--- config.mk ---
export PLATFORM = sky130hd
export DESIGN_NAME = stim_lane_tx
export DESIGN_NICKNAME = d
export VERILOG_FILES = /design/src/rtl/stim_lane_tx.sv
export SDC_FILE = /design/constraint.sdc
export NUM_CORES = 1
export LEC_CHECK = 0
export ABC_AREA = 1
export CAP_MARGIN = 25
export CORE_MARGIN = 10
export CORE_UTILIZATION = 30
export DETAILED_ROUTE_END_ITERATION = 6
export HOLD_SLACK_MARGIN = 0.12
export PLACE_DENSITY = 0.57
export SETUP_SLACK_MARGIN = 0.5
export SLEW_MARGIN = 20
export SYNTH_ARGS = -nofsm -noshare
export SYNTH_HDL_FRONTEND = slang
export SYNTH_SLANG_ARGS = --single-unit
export TNS_END_PERCENT = 10
--- constraint.sdc ---
create_clock -name clk -period 3.06 [get_ports clk]
set_input_delay 0.612 -clock clk [delete_from_list [all_inputs] [get_ports clk]]
set_output_delay 0.612 -clock clk [all_outputs]
set_load 0.02 [all_outputs]
--- src/rtl/stim_lane_tx.sv ---
// stim_lane_tx: drives a reset pulse and a selectable per-lane bit pattern into
// downstream lane flops, then parks in DONE until the next run is requested.
// Optional return checker is compiled only when STIM_LANE_TX_CHECK_EN is defined.
module stim_lane_tx #(
    parameter int LANES      = 1,
    parameter int RST_CYCLES = 9,
    parameter int RUN_CYCLES = 80
) (
    input  logic             clk,
    input  logic             reset,
    input  logic             start,
    input  logic [1:0]       mode,
    output logic             rst_out,
    output logic [LANES-1:0] u_out,
    input  logic [LANES-1:0] w_in,
    output logic             busy,
    output logic             done,
    output logic             err,
    output logic [7:0]       err_cnt
);

    typedef enum logic [1:0] {
        IDLE  = 2'd0,
        RST   = 2'd1,
        DRIVE = 2'd2,
        DONE  = 2'd3
    } state_t;

    localparam logic [15:0] RST_LAST  = 16'(RST_CYCLES - 1);
    localparam logic [15:0] RUN_LAST  = 16'(RUN_CYCLES - 1);
    localparam logic [3:0]  LANE_LAST = 4'(LANES - 1);

    state_t           state, state_next;
    logic [15:0]      cnt, cnt_next;
    logic [3:0]       lane_idx, lane_idx_next;
    logic [1:0]       mode_q, mode_next;
    logic [LANES-1:0] pattern;

    // Next-state, phase counter and lane-index counter (lane index tracks cnt mod LANES)
    always_comb begin
        state_next    = state;
        cnt_next      = cnt;
        lane_idx_next = lane_idx;
        mode_next     = mode_q;
        case (state)
            IDLE, DONE: begin
                if (start) begin
                    state_next    = RST;
                    mode_next     = mode;
                    cnt_next      = 16'd0;
                    lane_idx_next = 4'd0;
                end
            end
            RST: begin
                if (cnt == RST_LAST) begin
                    state_next    = DRIVE;
                    cnt_next      = 16'd0;
                    lane_idx_next = 4'd0;
                end else begin
                    cnt_next = cnt + 16'd1;
                end
            end
            DRIVE: begin
                if (cnt == RUN_LAST) begin
                    state_next    = DONE;
                    cnt_next      = 16'd0;
                    lane_idx_next = 4'd0;
                end else begin
                    cnt_next      = cnt + 16'd1;
                    lane_idx_next = (lane_idx == LANE_LAST) ? 4'd0 : lane_idx + 4'd1;
                end
            end
            default: state_next = IDLE;
        endcase
    end

    // Per-lane pattern for the upcoming cycle, so u_out can be registered
    for (genvar i = 0; i < LANES; i++) begin : g_lane
        assign pattern[i] = (mode_next == 2'd0) ? 1'b1 :
                            (mode_next == 2'd1) ? (lane_idx_next == 4'(i)) :
                            (mode_next == 2'd2) ? cnt_next[i] :
                                                  cnt_next[0];
    end

    // State register and counters
    always_ff @(posedge clk) begin
        if (reset) begin
            state    <= IDLE;
            cnt      <= 16'd0;
            lane_idx <= 4'd0;
            mode_q   <= 2'd0;
        end else begin
            state    <= state_next;
            cnt      <= cnt_next;
            lane_idx <= lane_idx_next;
            mode_q   <= mode_next;
        end
    end

    // Registered outputs, decoded from the next state so they line up with the state
    always_ff @(posedge clk) begin
        if (reset) begin
            rst_out <= 1'b0;
            u_out   <= '0;
            busy    <= 1'b0;
            done    <= 1'b0;
        end else begin
            rst_out <= (state_next == RST);
            u_out   <= (state_next == DRIVE) ? pattern : '0;
            busy    <= (state_next == RST) || (state_next == DRIVE);
            done    <= (state_next == DONE);
        end
    end

`ifdef STIM_LANE_TX_CHECK_EN
    logic [LANES-1:0] exp_u;
    logic             exp_valid;
    logic             start_ok;
    logic             mismatch;

    assign start_ok = start && ((state == IDLE) || (state == DONE));
    assign mismatch = exp_valid && (w_in != exp_u);

    // Return checker: downstream echoes u_out one cycle later; a new run clears the tally
    always_ff @(posedge clk) begin
        if (reset) begin
            exp_u     <= '0;
            exp_valid <= 1'b0;
            err       <= 1'b0;
            err_cnt   <= 8'd0;
        end else begin
            exp_u     <= u_out;
            exp_valid <= (state == DRIVE);
            if (start_ok) begin
                err     <= 1'b0;
                err_cnt <= 8'd0;
            end else if (mismatch) begin
                err <= 1'b1;
                if (err_cnt != 8'hFF) begin
                    err_cnt <= err_cnt + 8'd1;
                end
            end
        end
    end
`else
    logic w_in_unused;

    assign w_in_unused = ^w_in;
    assign err         = 1'b0;
    assign err_cnt     = 8'd0;
`endif

endmodule

Word level (Yosys, flattened, before mapping)

Cells that the tools add are included.

Add/sub/neg operators: 2
Eq/ne operators: 10
Muxes and demuxes: 17
Bitwise gates (word level): 1
Reductions and logical operators: 7

Operators by type and width:

| operator                                                          | number |
|---|---|
| 16-bit 2-to-1 mux                                                 | 3 |
| 16-bit one-hot mux with 3 select lines                            | 1 |
| 16-bit by 1-bit adder with 16-bit output (second input constant)  | 1 |
| 16-bit by 4-bit == test with 1-bit output (second input constant) | 1 |
| 16-bit by 7-bit == test with 1-bit output (second input constant) | 1 |
| 4-bit 2-to-1 mux                                                  | 4 |
| 4-bit one-hot mux with 3 select lines                             | 1 |
| 2-bit 2-to-1 mux                                                  | 5 |
| 2-bit == test (second input constant)                             | 4 |
| 4-bit logical NOT                                                 | 2 |
| 2-bit by 1-bit == test with 1-bit output (second input constant)  | 3 |
| 2-bit one-hot mux with 3 select lines                             | 1 |
| 4-bit by 1-bit adder with 4-bit output (second input constant)    | 1 |
| 2-bit logical NOT                                                 | 2 |
| 2-bit OR reduction                                                | 2 |
| 1-bit 2-to-1 mux                                                  | 2 |
| 2-bit inequality test (second input constant)                     | 1 |
| 1-bit logical OR                                                  | 1 |
| 1-bit NOT                                                         | 1 |

Flip-flop bits (word level): 28
Input bits: 6
Output and inout bits: 13
Word-level logic and storage cells: 46

Longest topological paths before layout

Gate-level depths: netlist of the first run.

Depth in word-level cells: 7
Depth in mapped cells: 15
Gate-level depth less buffers: 15

Least setup slack after synthesis of the first run

Ideal clock, no wire load.

Kind: register to register
Start: reg state[0]
End: reg busy
Setup time: 0.129 ns
Arrival time: 1.815 ns
Data required time: 2.931 ns
Slack: 1.117 ns
Cell stages (with the launch flop): 11
Path buffers: 1
Clock period less this slack: 1.943 ns
Path through: dfxtp_1 inv_1 ha_1 inv_2 nor2_1 buf_4 a22oi_1 inv_1 ha_1 inv_1 nor2_1

Word-level cells in the longest chain between the ends: 5
Elaborated cells between the ends (all ways): 12
Those cells by class: eq/ne (5); mux (4); reduce/logical (3)

RTL lines:

| item                                                                             | line | RTL |
|---|---|---|
| start, declared                                                                  | 33   | `state_t state, state_next;` |
| start signal, assigned                                                           | 93   | `state <= state_next;` |
| 2-bit == test / 2-bit logical NOT (equally long branches)                        | 45   | `case (state)` |
| 2-bit OR reduction                                                               | 45   |  |
| 2-bit one-hot mux with 3 select lines (*)                                        | 45   |  |
| named net state_next[1]                                                          | 33   |  |
| 2-bit by 1-bit == test with 1-bit output / 2-bit == test (equally long branches) | 110  | `busy <= (state_next == RST) \|\| (state_next == DRIVE);` |
| 1-bit logical OR (*)                                                             | 110  |  |
| end signal, assigned                                                             | 110  |  |
| end, declared                                                                    | 16   | `output logic busy,` |

The timed path passes the listed nets; every way through them passes the cells marked *.
A chain may end at the register's enable or synchronous reset.

Worst setup path after layout of the first run

Start: reg state[0]
End: reg u_out

Word-level cells in the longest chain between the ends: 6
Elaborated cells between the ends (all ways): 20
Those cells by class: eq/ne (5); mux (9); bitwise (1); reduce/logical (5)

RTL lines:

| item                                                      | line | RTL |
|---|---|---|
| 2-bit == test / 2-bit logical NOT (equally long branches) | 45   |  |
| 2-bit OR reduction                                        | 45   |  |
| 2-bit one-hot mux with 3 select lines (*)                 | 45   |  |
| named net state_next[0]                                   | 33   |  |
| 2-bit == test (*)                                         | 109  | `u_out <= (state_next == DRIVE) ? pattern : '0;` |
| 1-bit NOT (no source line) (*)                            | --   |  |
| 2-bit OR reduction (no source line) (*)                   | --   |  |
| end signal, assigned                                      | 109  |  |
| end, declared                                             | 14   | `output logic [LANES-1:0] u_out,` |

Marks and branches as above.

==> out/qor.yml, run 1 <==
rsz0062_at_grt: "no"
port_buffers: 8
fmax_mhz: 468.6
antenna_found_initial: 0
max_stage_delay_ps: 380
fin_nets: 291
route.detailed.drc: 0
cp_max_fo: 11
synth-seq-area-share_pct: 30.83
die_y_um: 97.85
min_period_ps: 2134
vias: 1537
die_area_um2: 9574
gp_congestion: 0.7411
total_leakage_power_nw: 0.8487
syn_avg_cell_area_um2: 6.860
cts_hold_buffers: 0
grt_pass1_wl_mm: 6.410
fin_skew_ps: 2.408
yosysWarnings: 0
first_iter_violations: 71
fin_tns_setup_ps: 0
gr-total-overflow: 0
synth_cells: 265
required_ps: 3240
ant_nets: 0
final_cell_mix: "nand2_1 (64), inv_1 (32), nor2_1 (28), dfxtp_1 (28), a21oi_1 (18)"
worst_slack_ps: 925.9
cts_setup_buffers: 0
crit_family: "buffers and inverters"
numCtsBuffers: 3
path_class: "flip-flop to flip-flop"
post-synth-top-area-cell: "dfxtp_1"
cap_viol_max_count: 0
ir_worst_vdd_mv: 0.1228
rrSetupSlack_ps: 930
dp_hpwl_mm: 2.770
fillCellCount: 637
ios: 19
clock_sinks: 28
insertion_delay_ps: 270
cts_htree_levels: 1
clockBufferDepth: 2
cts-root-buf: "clkbuf_8"
crit_buf_inv: 5
power_density_nw_per_um2: 378.8
crit_path_cell_trace: "inv_1 -> ha_1 -> inv_2 -> nor2_1 -> buf_4 -> a211o_1 -> nand2_2 -> inv_2 -> ha_1 -> inv_1 -> nor2_1 -> nand2_1 -> a21oi_2"
drv_slew: 0
end_kind: "flip-flop"
core_area_um2: 5886
status: "complete, no violations"
wl_mm: 3.669
synthesis.area_um2: 1818
grt_max_degree: 18
dieWidth_um: 97.85
dp_slack_ps: 828.6
clk_pin_slew_ps: 100
slowest_stage: "ha_1"
areaGrowthSynthToFinish_pct: 9.911
start_util_pct: 30.89
yosysTopAreaCellShare_pct: 30.83
cts_tree: "done"
hold_class: "flip-flop to flip-flop"
cts.repair.resized: 0
diodes: 0
vias_per_cell: 4.404
rows: 28
setup_viol: 0
grt_pass1_vias: 1452
ys_types: 32
final_common_cell: "nand2_1"
report.final.hold_viol_count: 0
start_kind: "flip-flop"
layout-drive-gt1-share_pct: 12.77
first_pass_iters: 4
ys_ff_latch: 28
arrival_ps: 2310
period_share_pct: 69.74
grt_use_total_pct: 7.566
post_drt_wl_per_cell_um: 10.51
synthTopCellsByArea: "dfxtp_1 (31%), nand2_1 (13%), ha_1 (6.9%)"
## logic make-up (layout without fill, tap and decap cells)
logic type / after synthesis / in the layout / synth area share [%]
AO/OA/AOI/OAI: 37 / 37 / 11.98
XOR/XNOR: 2 / 2 / 0.9637
adder cells (fa/ha/maj): 10 / 10 / 6.882
buffers and inverters: 49 / 50 / 12.80
flip-flops: 28 / 28 / 30.83
multiplexers: 1 / 1 / 0.5506
other: 1 / 9 / 0.2063
AND/OR/NAND/NOR: 137 / 137 / 35.79
## synth_stat cells, drive strengths merged
| cell type | number |
|---|---|
| a31oi | 3 |
| nand4 | 1 |
| conb | 1 |
| a22oi | 2 |
| a211oi | 1 |
| nand3 | 22 |
| dfxtp | 28 |
| o21ai | 8 |
| a21boi | 1 |
| a211o | 1 |
| mux2i | 1 |
| nor2 | 38 |
| buf | 12 |
| a21o | 1 |
| nor3 | 4 |
| nand3b | 1 |
| ha | 10 |
| nand2 | 71 |
| a21oi | 20 |
| inv | 35 |
| clkbuf | 2 |
| xnor2 | 2 |
## worst register-to-register path: cells and delay by family, from the launching register on
| kind | cells | cell delay [ps] |
|---|---|---|
| AOI/OAI and AO/OA | 2 | 320 |
| and+or+nand+nor | 4 | 280 |
| buffers and inverters | 5 | 540 |
| adders and majority gates | 2 | 540 |
| DFF | 1 | 360 |
## power by group
group | internal (mW) | leakage (nW) | switching (mW) | total [mW]
Combinational | 0.0474 | 0.593 | 0.0972 | 0.145
Sequential | 0.376 | 0.227 | 0.00472 | 0.380
Clock | 0.115 | 0.0288 | 0.117 | 0.232
## final timing paths
check | from | endpoint | cells past startpoint
hold reg to reg | cnt[14] | cnt[14] | 2
setup / recovery | state[0] | u_out | 13
hold / removal | cnt[14] | cnt[14] | 2
setup reg to reg | state[0] | u_out | 13
## layout make-up
cell class                      count  area (um^2)  area share [%]
Multi-Input combinational cell    196         1055           52.79
Sequential cell                    28        560.5           28.05
Timing Repair Buffer               11        102.6           5.135
Clock buffer                        4        55.05           2.755
Inverter                           35        131.4           6.575
Tap cell                           75        93.84           4.696
## sequential cells by signal, summed over array words and instances, names as in the netlist
register	flops
rst_out	1
busy	1
mode_q	2
cnt	16
lane_idx	4
done	1
u_out	1
state	2
## stage by stage
stage	power [mW]	hold WS (ps)	util, %	cell area (um^2)	cells
finish	0.7569	490.2	33.95	1998	349
global route	0.8017	531.1	33.95	1998	349
CTS	0.7724	491.3	33.95	1998	349
detailed placement	0.5344	475.4	33.01	1943	345
global placement	0.5342	470.5	33.01	1943	345
floorplan	0.5038	456.6	-	1848	273
## per-layer routing
layer | routed length (um) | global-route usage, % | part of all wire (%)
met5 | 0 | 0 | 0
met3 | 126 | 1.621 | 3.4
met2 | 1712 | 13.05 | 47
met4 | 53 | 2.908 | 1.4
met1 | 1776 | 8.892 | 48
Power figures use the tool's default switching activity.
==> run 2, diff against run 1 <==
Settings changed: PLACE_DENSITY 0.57 to 0.58.
Clock period 3.06 ns to 1.87 ns, I/O delays scaled along.
==> out/qor.yml, run 2 (synthesis gave the netlist of run 1 again) <==
ant_nets: 0
port_buffers: 8
first_iter_violations: 121
die_y_um: 97.85
arrival_ps: 1860
cts-root-buf: "clkbuf_8"
dp_hpwl_mm: 2.882
grt_pass1_wl_mm: 6.969
final_cell_mix: "nand2_1 (63), inv_1 (29), nor2_1 (25)"
power_density_nw_per_um2: 574.3
min_path_cells: 2
dpl_cell_area_um2: 2036
clockBufferDepth: 2
status: "complete, no violations"
cts_tree: "done"
core_area_um2: 5886
cp_max_fo: 4
gp_congestion: 0.7851
start_util_pct: 30.89
numCtsBuffers: 3
final_common_cell: "nand2_1"
areaGrowthSynthToFinish_pct: 23.19
fin_tns_setup_ps: 0
total_leakage_power_nw: 0.9301
min_to: "cnt[14]"
r2r-start: "state[0]"
min_period_ps: 1680
clk_pin_slew_ps: 100
multi_input_area_um2: 1172
dieWidth_um: 97.85
fmax_mhz: 595.1
die_area_um2: 9574
required_ps: 2050
vias: 1630
grt_use_total_pct: 8.477
route.detailed.drc: 0
clock_sinks: 28
regMostFlops: "cnt"
end_kind: "flip-flop"
rows: 28
largest_reg_flops: 16
ir_worst_vdd_mv: 0.2405
path_class: "flip-flop to flip-flop"
insertion_delay_ps: 270
period_share_pct: 89.86
layout.area.seq_um2: 570.5
post_drt_wl_per_cell_um: 11.31
hold_class: "flip-flop to flip-flop"
cap_viol_max_count: 0
cts_htree_levels: 1
vias_per_cell: 4.490
rrSetupSlack_ps: 190
fin_nets: 306
report.final.hold_viol_count: 0
wl_mm: 4.107
setup_viol: 0
gr-total-overflow: 0
fin_skew_ps: 1.134
r2r_end: "u_out"
hold_path_startpoint: "cnt[14]"
fillCellCount: 644
grt_max_degree: 21
layout-drive-gt1-share_pct: 23.61
rsz0062_at_grt: "yes"
grt_pass1_vias: 1592
first_pass_iters: 4
reg_top3: "cnt x16, lane_idx x4"
start_kind: "flip-flop"
ios: 19
diodes: 0
fin_area_um2: 2240
antenna_found_initial: 0
drv_slew: 0
ff2ff_path_depth: 12
[run 2: changes by cell type in the layout (fill, tap and decap cells not counted), moves of 2 or more]
cell     delta
nand3_2     -2
nand3_4     +3
ha_1        -4
dfxtp_2     +5
dfxtp_1     -6
nor2_4      +3
buf_4      +13
nor2_1      -3
ha_4        +3
inv_1       -3
[run 2: power breakdown]
group | switching [mW] | total, mW | internal [mW] | leakage, nW
Clock | 0.193 | 0.338 | 0.145 | 0.0216
Combinational | 0.192 | 0.325 | 0.133 | 0.679
Sequential | 0.00824 | 0.623 | 0.615 | 0.230
Total | 0.393 | 1.29 | 0.893 | 0.930
[run 2: per-stage QoR]
step	utilization [%]	std cells	worst slack [ps]	total power, mW	hold slack [ps]
floorplan	-	273	207.1	0.8468	452.5
global placement	34.59	350	25.56	0.8972	480.3
detailed placement	34.59	350	3.760	0.9002	484.8
CTS	36.84	361	170.0	1.281	503.6
global route	38.05	363	89.88	1.359	522.0
finish	38.05	363	189.7	1.286	496.9
[run 2: worst max-delay path by stage]
| stage | from | endpoint | slack, ps | cells after the start |
|---|---|---|---|---|
| 3_5_place_dp | start | u_out | 4 | 10 |
| 3_3_place_gp | start | u_out | 30 | 10 |
| 5_1_grt | cnt[0] | busy | 90 | 12 |
| 4_1_cts | cnt[1] | u_out | 170 | 14 |
| 2_1_floorplan | cnt[0] | u_out | 210 | 12 |
| 6_report | state[0] | u_out | 190 | 12 |
[run 2: final cells by class]
class                      instances  area share [%]
sequential                        28           25.47
inverter                          35           6.313
multi-input combinational        197           52.35
tap                               75           4.190
clock buffer                       3           1.844
timing repair buffer              25           9.832
[run 2: what timing repair did]
action                                  4_1_cts  5_1_grt
pin swaps                                     9        2
endpoints found under the setup margin       29       31
gates resized for setup                      10       13
setup buffers                                 8        1
endpoints found under the hold margin         0        0
hold buffers                                  0        0
cloned                                        0        1
[run 2: worst max-delay path: stages (launching register included)]
cell and delay [ps]:
dfxtp_2 340, inv_1 80, ha_4 280, inv_8 60, nor2_4 40, a211o_1 280, nand2_2 100, inv_2 50
ha_2 170, inv_1 40, nor2_1 30, nand2_1 80, a21oi_2 30
[run 2: metal layers]
layer,vias up,GRT usage (%),wire (um)
met2,26,14.72,2005
met1,728,9.757,1894
met3,7,1.480,126
met5,-,0,0
li1,869,-,-
met4,0,4.139,80
